## config.mk

```make
export PLATFORM = sky130hd
export DESIGN_NAME = mole_round_datapath
export DESIGN_NICKNAME = d
export VERILOG_FILES = /design/src/rtl/mole_round_datapath.sv
export SDC_FILE = /design/constraint.sdc
export NUM_CORES = 1
export LEC_CHECK = 0
export ABC_CLOCK_PERIOD_IN_PS = 3300
export CORE_UTILIZATION = 54
export DETAILED_ROUTE_END_ITERATION = 16
export GPL_ROUTABILITY_DRIVEN = 0
export PLACE_DENSITY = 0.75
export SKIP_LAST_GASP = 1
export SLEW_MARGIN = 40
export SYNTH_ARGS = -nofsm -noshare
export SYNTH_HDL_FRONTEND = slang
export SYNTH_SLANG_ARGS = --single-unit
```

## constraint.sdc

```tcl
create_clock -name clk -period 3.3 [get_ports clk]
set_input_delay 0.66 -clock clk [delete_from_list [all_inputs] [get_ports clk]]
set_output_delay 0.66 -clock clk [all_outputs]
set_load 0.02 [all_outputs]
```

## src/rtl/mole_round_datapath.sv

```systemverilog
// mole_round_datapath: round/score datapath for the whack-a-mole game.
// Each window picks a pseudo-random hole, raises the mole for a fixed number
// of cycles, and scores a whack or counts a miss. game_over is raised once
// MAX_MISSES windows have expired without a whack.
// Ports:
//   clk          system clock, rising edge
//   Reset        asynchronous, active-low reset
//   start        1-cycle pulse, begin a new game (honoured in IDLE/OVER only)
//   valid_whack  level from control FSM; its rising edge during UP is a hit
//   mole_onehot  one-hot raised hole, 0 when no mole (combinational)
//   hit          1-cycle pulse, window ended by a whack
//   miss         1-cycle pulse, window expired
//   score        saturating hit count for this game
//   misses       missed windows this game
//   game_over    held high until the next start
module mole_round_datapath #(
  parameter int unsigned N_HOLES       = 4,
  parameter int unsigned WINDOW_CYCLES = 50_000_000,
  parameter int unsigned MAX_MISSES    = 3,
  parameter int unsigned SCORE_W       = 8,
  parameter logic [15:0] LFSR_SEED     = 16'hACE1
) (
  input  logic               clk,
  input  logic               Reset,
  input  logic               start,
  input  logic               valid_whack,
  output logic [N_HOLES-1:0] mole_onehot,
  output logic               hit,
  output logic               miss,
  output logic [SCORE_W-1:0] score,
  output logic [3:0]         misses,
  output logic               game_over
);

  localparam int unsigned HOLE_W  = $clog2(N_HOLES);
  localparam int unsigned TIMER_W = $clog2(WINDOW_CYCLES);

  localparam logic [TIMER_W-1:0] TIMER_LOAD = TIMER_W'(WINDOW_CYCLES - 1);
  localparam logic [3:0]         MISS_LIMIT = 4'(MAX_MISSES);
  localparam logic [SCORE_W-1:0] SCORE_MAX  = '1;

  typedef enum logic [2:0] {
    S_IDLE,
    S_ARM,
    S_UP,
    S_HIT,
    S_MISS,
    S_OVER
  } state_t;

  state_t              state, state_d;
  logic [15:0]         lfsr;
  logic                lfsr_fb;
  logic [HOLE_W-1:0]   hole, hole_d;
  logic [TIMER_W-1:0]  timer, timer_d;
  logic                whack_q;
  logic                whack_rise;
  logic [SCORE_W-1:0]  score_d;
  logic [3:0]          misses_d;
  logic [3:0]          misses_inc;
  logic                hit_d, miss_d, game_over_d;

  // Fibonacci LFSR, taps 16,14,13,11, shifting towards the MSB.
  assign lfsr_fb    = lfsr[15] ^ lfsr[13] ^ lfsr[12] ^ lfsr[10];
  assign whack_rise = valid_whack & ~whack_q;
  assign misses_inc = misses + 4'd1;

  // State and datapath registers.
  always_ff @(posedge clk or negedge Reset) begin
    if (!Reset) begin
      state     <= S_IDLE;
      lfsr      <= LFSR_SEED;
      hole      <= '0;
      timer     <= '0;
      whack_q   <= 1'b0;
      score     <= '0;
      misses    <= '0;
      hit       <= 1'b0;
      miss      <= 1'b0;
      game_over <= 1'b0;
    end else begin
      state     <= state_d;
      lfsr      <= {lfsr[14:0], lfsr_fb};
      hole      <= hole_d;
      timer     <= timer_d;
      whack_q   <= valid_whack;
      score     <= score_d;
      misses    <= misses_d;
      hit       <= hit_d;
      miss      <= miss_d;
      game_over <= game_over_d;
    end
  end

  // Next-state and next-value logic; hit/miss/game_over are set on entry
  // to HIT/MISS/OVER so the registered pulses line up with those states.
  always_comb begin
    state_d     = state;
    hole_d      = hole;
    timer_d     = timer;
    score_d     = score;
    misses_d    = misses;
    game_over_d = game_over;
    hit_d       = 1'b0;
    miss_d      = 1'b0;
    case (state)
      S_IDLE: begin
        if (start) begin
          score_d  = '0;
          misses_d = '0;
          state_d  = S_ARM;
        end
      end
      S_ARM: begin
        hole_d  = lfsr[HOLE_W-1:0];
        timer_d = TIMER_LOAD;
        state_d = S_UP;
      end
      S_UP: begin
        // A whack on the final cycle still wins over expiry.
        if (whack_rise) begin
          hit_d   = 1'b1;
          state_d = S_HIT;
        end else if (timer == '0) begin
          miss_d  = 1'b1;
          state_d = S_MISS;
        end else begin
          timer_d = timer - TIMER_W'(1);
        end
      end
      S_HIT: begin
        if (score != SCORE_MAX) begin
          score_d = score + SCORE_W'(1);
        end
        state_d = S_ARM;
      end
      S_MISS: begin
        misses_d = misses_inc;
        if (misses_inc == MISS_LIMIT) begin
          game_over_d = 1'b1;
          state_d     = S_OVER;
        end else begin
          state_d = S_ARM;
        end
      end
      S_OVER: begin
        if (start) begin
          score_d     = '0;
          misses_d    = '0;
          game_over_d = 1'b0;
          state_d     = S_ARM;
        end
      end
      default: state_d = S_IDLE;
    endcase
  end

  // Mole decode: only raised while the window is open.
  always_comb begin
    mole_onehot = '0;
    if (state == S_UP) begin
      mole_onehot = N_HOLES'(1) << hole;
    end
  end

endmodule

```

# After elaboration in Yosys (flattened, before gate mapping)
# Cells that the tools add are included.
# W data, S select, Z words.
[totals] wordCells=67 output_inout_bits=19 register_bits=63 inputBits=4
[classes] n_addsub=3 n_mux=22 eq_ne=14 shifts=1 reduce_logical=12 bitwise=5
[ops] op="$mux W26" count=2
[ops] op="$pmux W26 S2" count=1
[ops] op="$logic_not A26 Y1" count=1
[ops] op="$sub A26 B1 Y26 const B" count=1
[ops] op="$mux W8" count=2
[ops] op="$pmux W8 S2" count=1
[ops] op="$pmux W3 S5" count=1
[ops] op="$mux W3" count=4
[ops] op="$ne A2 B2 Y1 const B" count=5
[ops] op="$reduce_and A3 Y1" count=3
[ops] op="$add A8 B1 Y8 const B" count=1
[ops] op="$mux W4" count=2
[ops] op="$ne A8 B8 Y1 const B" count=1
[ops] op="$pmux W4 S2" count=1
[ops] op="$reduce_bool A2 Y1" count=4
[ops] op="$mux W1" count=7
[ops] op="$eq A3 B2 Y1 const B" count=2
[ops] op="$eq A3 B3 Y1 const B" count=2
[ops] op="$add A4 B1 Y4 const B" count=1
[ops] op="$eq A4 B2 Y1 const B" count=1
[ops] op="$reduce_and A2 Y1" count=2
[ops] op="$shl A1 B2 Y4 const A" count=1
[ops] op="$eq A3 B1 Y1 const B" count=1
[ops] op="$logic_not A3 Y1" count=1
[ops] op="7 further kinds" count=9

# Longest topological paths before layout
[depth] depth_word=4 mapped_depth=8 mapped_depth_nobuf=7

# Worst setup path before layout
# No wires, ideal clock.
[synth_timing] kind="reg-to-reg" start="register timer[0]" end="register timer[24]" setup_time_ps=120 n_path_buf=0 stages_incl_launch_ff=8 t_required_ps=3180 period_less_slack_ps=2143 t_arrival_ps=2023 path_slack_ps=1157 path_cell_list="dfrtp_1 inv_1 ha_1 nor3b_1 nand4_1 nor3_1 a21oi_1 a31o_2"
[synth_via] elab_chain_len=4 elab_cells_between_ends=7 cone_classes="1 x add/sub; 1 x eq/ne; 3 x mux; 2 x reduce/logical"
[synth_lines] element="start: declaration" line="55" text="logic [TIMER_W-1:0] timer, timer_d;"
[synth_lines] element="start signal: assignment" line="85" text="timer <= timer_d;"
[synth_lines] element="$sub A26 B1 Y26" line="128" text="timer_d = timer - TIMER_W'(1);"
[synth_lines] element="$mux W26" line="124" text="end else if (timer == '0) begin"
[synth_lines] element="$mux W26" line="121" text="if (whack_rise) begin"
[synth_lines] element="$pmux W26 S2" line="106" text="case (state)"
# Several ways; a longest one is shown, not always the timed one. The select of a mux whose other input is x is not followed.
# A chain may end at the register's enable or synchronous reset.

# Worst setup path in the final report
[layout_timing] start="register state[0]" end="output mole_onehot[2]"
[layout_via] elab_chain_len=2
[layout_lines] element="start: declaration" line="51" text="state_t state, state_d;"
[layout_lines] element="start signal: assignment" line="82" text="state <= state_d;"
[layout_lines] element="$eq A3 B2 Y1" line="161" text="if (state == S_UP) begin"
[layout_lines] element="$mux W4" line="161"
[layout_lines] element="end: declaration" line="27" text="output logic [N_HOLES-1:0] mole_onehot,"
# Every way passes these cells.

==> flow_summary.ini <==
[clocking]
cts_max_level = 3
clk_latency_ps = 330
clock_path_buffers = 2
cts_tree = done
cts.sinks = 63
root_buffer = clkbuf_8
post_cts_resized = 0
clk_pin_slew_worst_paths_ps = 60
cts_buffers = 9
post_cts.repair.setup_buffers = 0
cts-hold-fix-buffers = 0

[power_and_ir_drop]
combPwrFrac_pct = 24.7
clkPwrFrac_pct = 30.9
power_switching_mw = 0.722
switching_share_pct = 33.5
p_per_area_nw_per_um2 = 633
ir_drop_uv = 485
internal_power_mw = 1.44
leakage_nw = 1.35
seqPwrFrac_pct = 44.4

[grt]
grt_use_total_pct = 23.6
grt_overflow = 0
antenna_found_initial = 0
use_met2_pct = 33.6
met3_usage_pct = 6.56
grt_max_degree = 43
grt_pass1_vias = 2036
busiest_layer = met2
global_route.usage.met1_pct = 33.6
grt_pass1_wl_um = 9690

[sta]
timing.final.crit_share_pct = 84.1
setup_tns_ps = 0
hold_viol_final = 0
relSlewSlack_pct = 53.0
setup_slack_ps = 523
finalCriticalPeriod_ps = 2780
rsz0062_at_grt = false
fmax_mhz = 360
fin_skew_ps = 6.00
tightestPinTransition_ps = 698
slew_violations = 0
setup_viol = 0

[drt]
vias = 2231
first_pass_iters = 4
drc = 0
post_drt_wl_per_cell_um = 14.9
initialDrtViolationCount = 172
drtAntennaViolNets = 0
viasPerCell = 5.79
wl_um = 5750

[job]
cap_violations = 0

[synthesis]
synth_edf_count = 0
synth_cells = 280
synth_top_cell_by_area = dfrtp_1
synth_top_cell_area_share_pct = 47.5
synth_warnings = 0
synthesis.nets = 288
yosysSeqAreaShare_pct = 54.7
async_flop_share_pct = 100
synth_ff_type = dfrtp_1
synth_area_leaders = dfrtp_1 (47%), dfstp_2 (7.3%), xnor2_1 (3.6%)
ys_ff_latch = 63
syn_area_um2 = 2900
synth_cell_types = 46
post_synth.cell_area_avg_um2 = 10.4

[die]
num_rows = 26
die-height_um = 75.3
initial_utilization_pct = 56.4
die_x_um = 75.3
pin_count = 23
dieArea_um2 = 5670
core_area_um2 = 5140

[critical_path]
worstSetupStartpointType = flip-flop
worst-path-buf-inv = 2
critical_path_class = flip-flop to primary output
slowest_stage = clkdlybuf4s50_1
path_cells = inv_1, nand3_1, nor3b_1, clkdlybuf4s50_1
path_max_fanout = 8
cp.required_ps = 2640
worst-endpoint-arrival_ps = 2120
slowest_delay_ps = 650
crit_path_end_kind = primary output
crit_family = buffers and inverters

[placement]
port_buffers = 22
dpl.hpwl_um = 3820
place_ws_ps = 546

[cells_and_area]
n_antenna_cell = 0
layout.nets = 319
final_layout_size_suffix_gt1_share_pct = 11.4
synthToLayoutAreaGrowth_pct = 17.6

[hold_path]
holdCritPathClass = input pin to asynchronous set/reset pin

[outcome]
status = finished clean
-- cell families after synthesis --
family,after synthesis,synth area share [%]
AO/OA/AOI/OAI,51,10.8
XOR/XNOR,17,5.14
adder cells (fa/ha/maj),4,1.73
buffers and inverters,19,2.76
flip-flops,63,54.7
multiplexers,1,0.345
AND/OR/NAND/NOR,125,24.5
-- synthesized netlist by cell type (2+ instances only) --
| cell type | n |
|---|---|
| nand2b_1 | 3 |
| nor4_1 | 7 |
| o21ai_1 | 4 |
| or4_1 | 4 |
| ha_1 | 4 |
| nor3_1 | 18 |
| dfrtp_1 | 55 |
| o41ai_1 | 2 |
| a31oi_1 | 4 |
| nand4_1 | 5 |
| and3_1 | 3 |
| a21oi_1 | 12 |
| nand2_1 | 24 |
| dfstp_2 | 8 |
| inv_1 | 12 |
| xor2_1 | 5 |
| and2_1 | 2 |
| clkbuf_1 | 5 |
| nand3_1 | 13 |
| a211oi_1 | 4 |
| nand3b_1 | 2 |
| a211o_1 | 2 |
| nor3b_1 | 2 |
| or3_1 | 11 |
| o211ai_1 | 2 |
| nor2_1 | 19 |
| o31ai_1 | 3 |
| o21ai_0 | 13 |
| xnor2_1 | 12 |
| and4_1 | 4 |
-- cells in the final DEF (no fill, tap or decap), types with 3 or more instances in the layout --
| cell | Yosys | final |
|---|---|---|
| nor4_1 | 7 | 7 |
| a21oi_1 | 12 | 12 |
| nor2_1 | 19 | 19 |
| xnor2_1 | 12 | 12 |
| buf_4 | 0 | 5 |
| o21ai_1 | 4 | 4 |
| nand2b_1 | 3 | 3 |
| and4_1 | 4 | 4 |
| and3_1 | 3 | 3 |
| xor2_1 | 5 | 5 |
| clkbuf_8 | 0 | 11 |
| or4_1 | 4 | 4 |
| o21ai_0 | 13 | 13 |
| a31oi_1 | 4 | 4 |
| inv_1 | 12 | 12 |
| clkdlybuf4s50_1 | 0 | 21 |
| nand3_1 | 13 | 13 |
| a211oi_1 | 4 | 4 |
| dfrtp_1 | 55 | 55 |
| ha_1 | 4 | 4 |
| nand2_1 | 24 | 24 |
| or3_1 | 11 | 11 |
| nor3_1 | 18 | 18 |
| o31ai_1 | 3 | 3 |
| dfstp_2 | 8 | 8 |
| nand4_1 | 5 | 5 |
-- sequential cells by signal, indices dropped and copies added, names as in the netlist --
| signal | flops |
|---|---|
| score | 8 |
| hole | 2 |
| timer | 26 |
| game_over | 1 |
| state | 3 |
| whack_q | 1 |
| hit | 1 |
| lfsr | 16 |
| miss | 1 |
| misses | 4 |
-- layout make-up --
| cell class | count | area (µm²) |
|---|---|---|
| well taps | 70 | 87.6 |
| flip-flops and latches | 63 | 1590 |
| clock buffers | 12 | 155 |
| multi-input cells | 198 | 1240 |
| fillers | 428 | 1730 |
| repair buffers | 27 | 253 |
| inverters | 12 | 45.0 |
| clock inverters | 3 | 42.5 |
-- path summary, 6_finish.rpt --
kind                       startpoint  slack, ps  cells past startpoint              to
max                          state[0]        520                      4  mole_onehot[2]
min                             Reset        280                      1        score[2]
max reg2reg                  timer[0]        790                      8       timer[24]
min reg2reg                   lfsr[2]        360                      0         lfsr[3]
max in group asynchronous       Reset       2100                      2        lfsr[11]
min in group clk              lfsr[2]        360                      0         lfsr[3]
-- metrics by stage --
stage / utilization, % / instance area (µm²) / power (mW) / std cells / hold slack, ps
after floorplan: - / 2900 / 1.30 / 280 / 331
after global placement: 62.3 / 3200 / 1.50 / 370 / 336
after detailed placement: 62.3 / 3200 / 1.50 / 370 / 337
after CTS: 66.2 / 3400 / 2.17 / 385 / 293
after global routing: 66.3 / 3410 / 2.29 / 385 / 326
final: 66.3 / 3410 / 2.16 / 385 / 283
-- metal layers --
metal / up-vias / part of all wire (%)
met5: - / 0
met4: 0 / 1.3
met3: 6 / 3.4
met2: 38 / 46
met1: 1103 / 49
li1: 1084 / -
-- power groups by stage --
stage          Sequential [mW]  Combinational [mW]  Clock (mW)
3_5_place_dp             0.968               0.534           0
4_1_cts                  0.956               0.538       0.681
2_1_floorplan            0.972               0.323           0
3_3_place_gp             0.967               0.528           0
6_report                 0.958               0.534       0.666
5_1_grt                  0.977               0.606       0.712
Power figures use the tool's default switching activity.
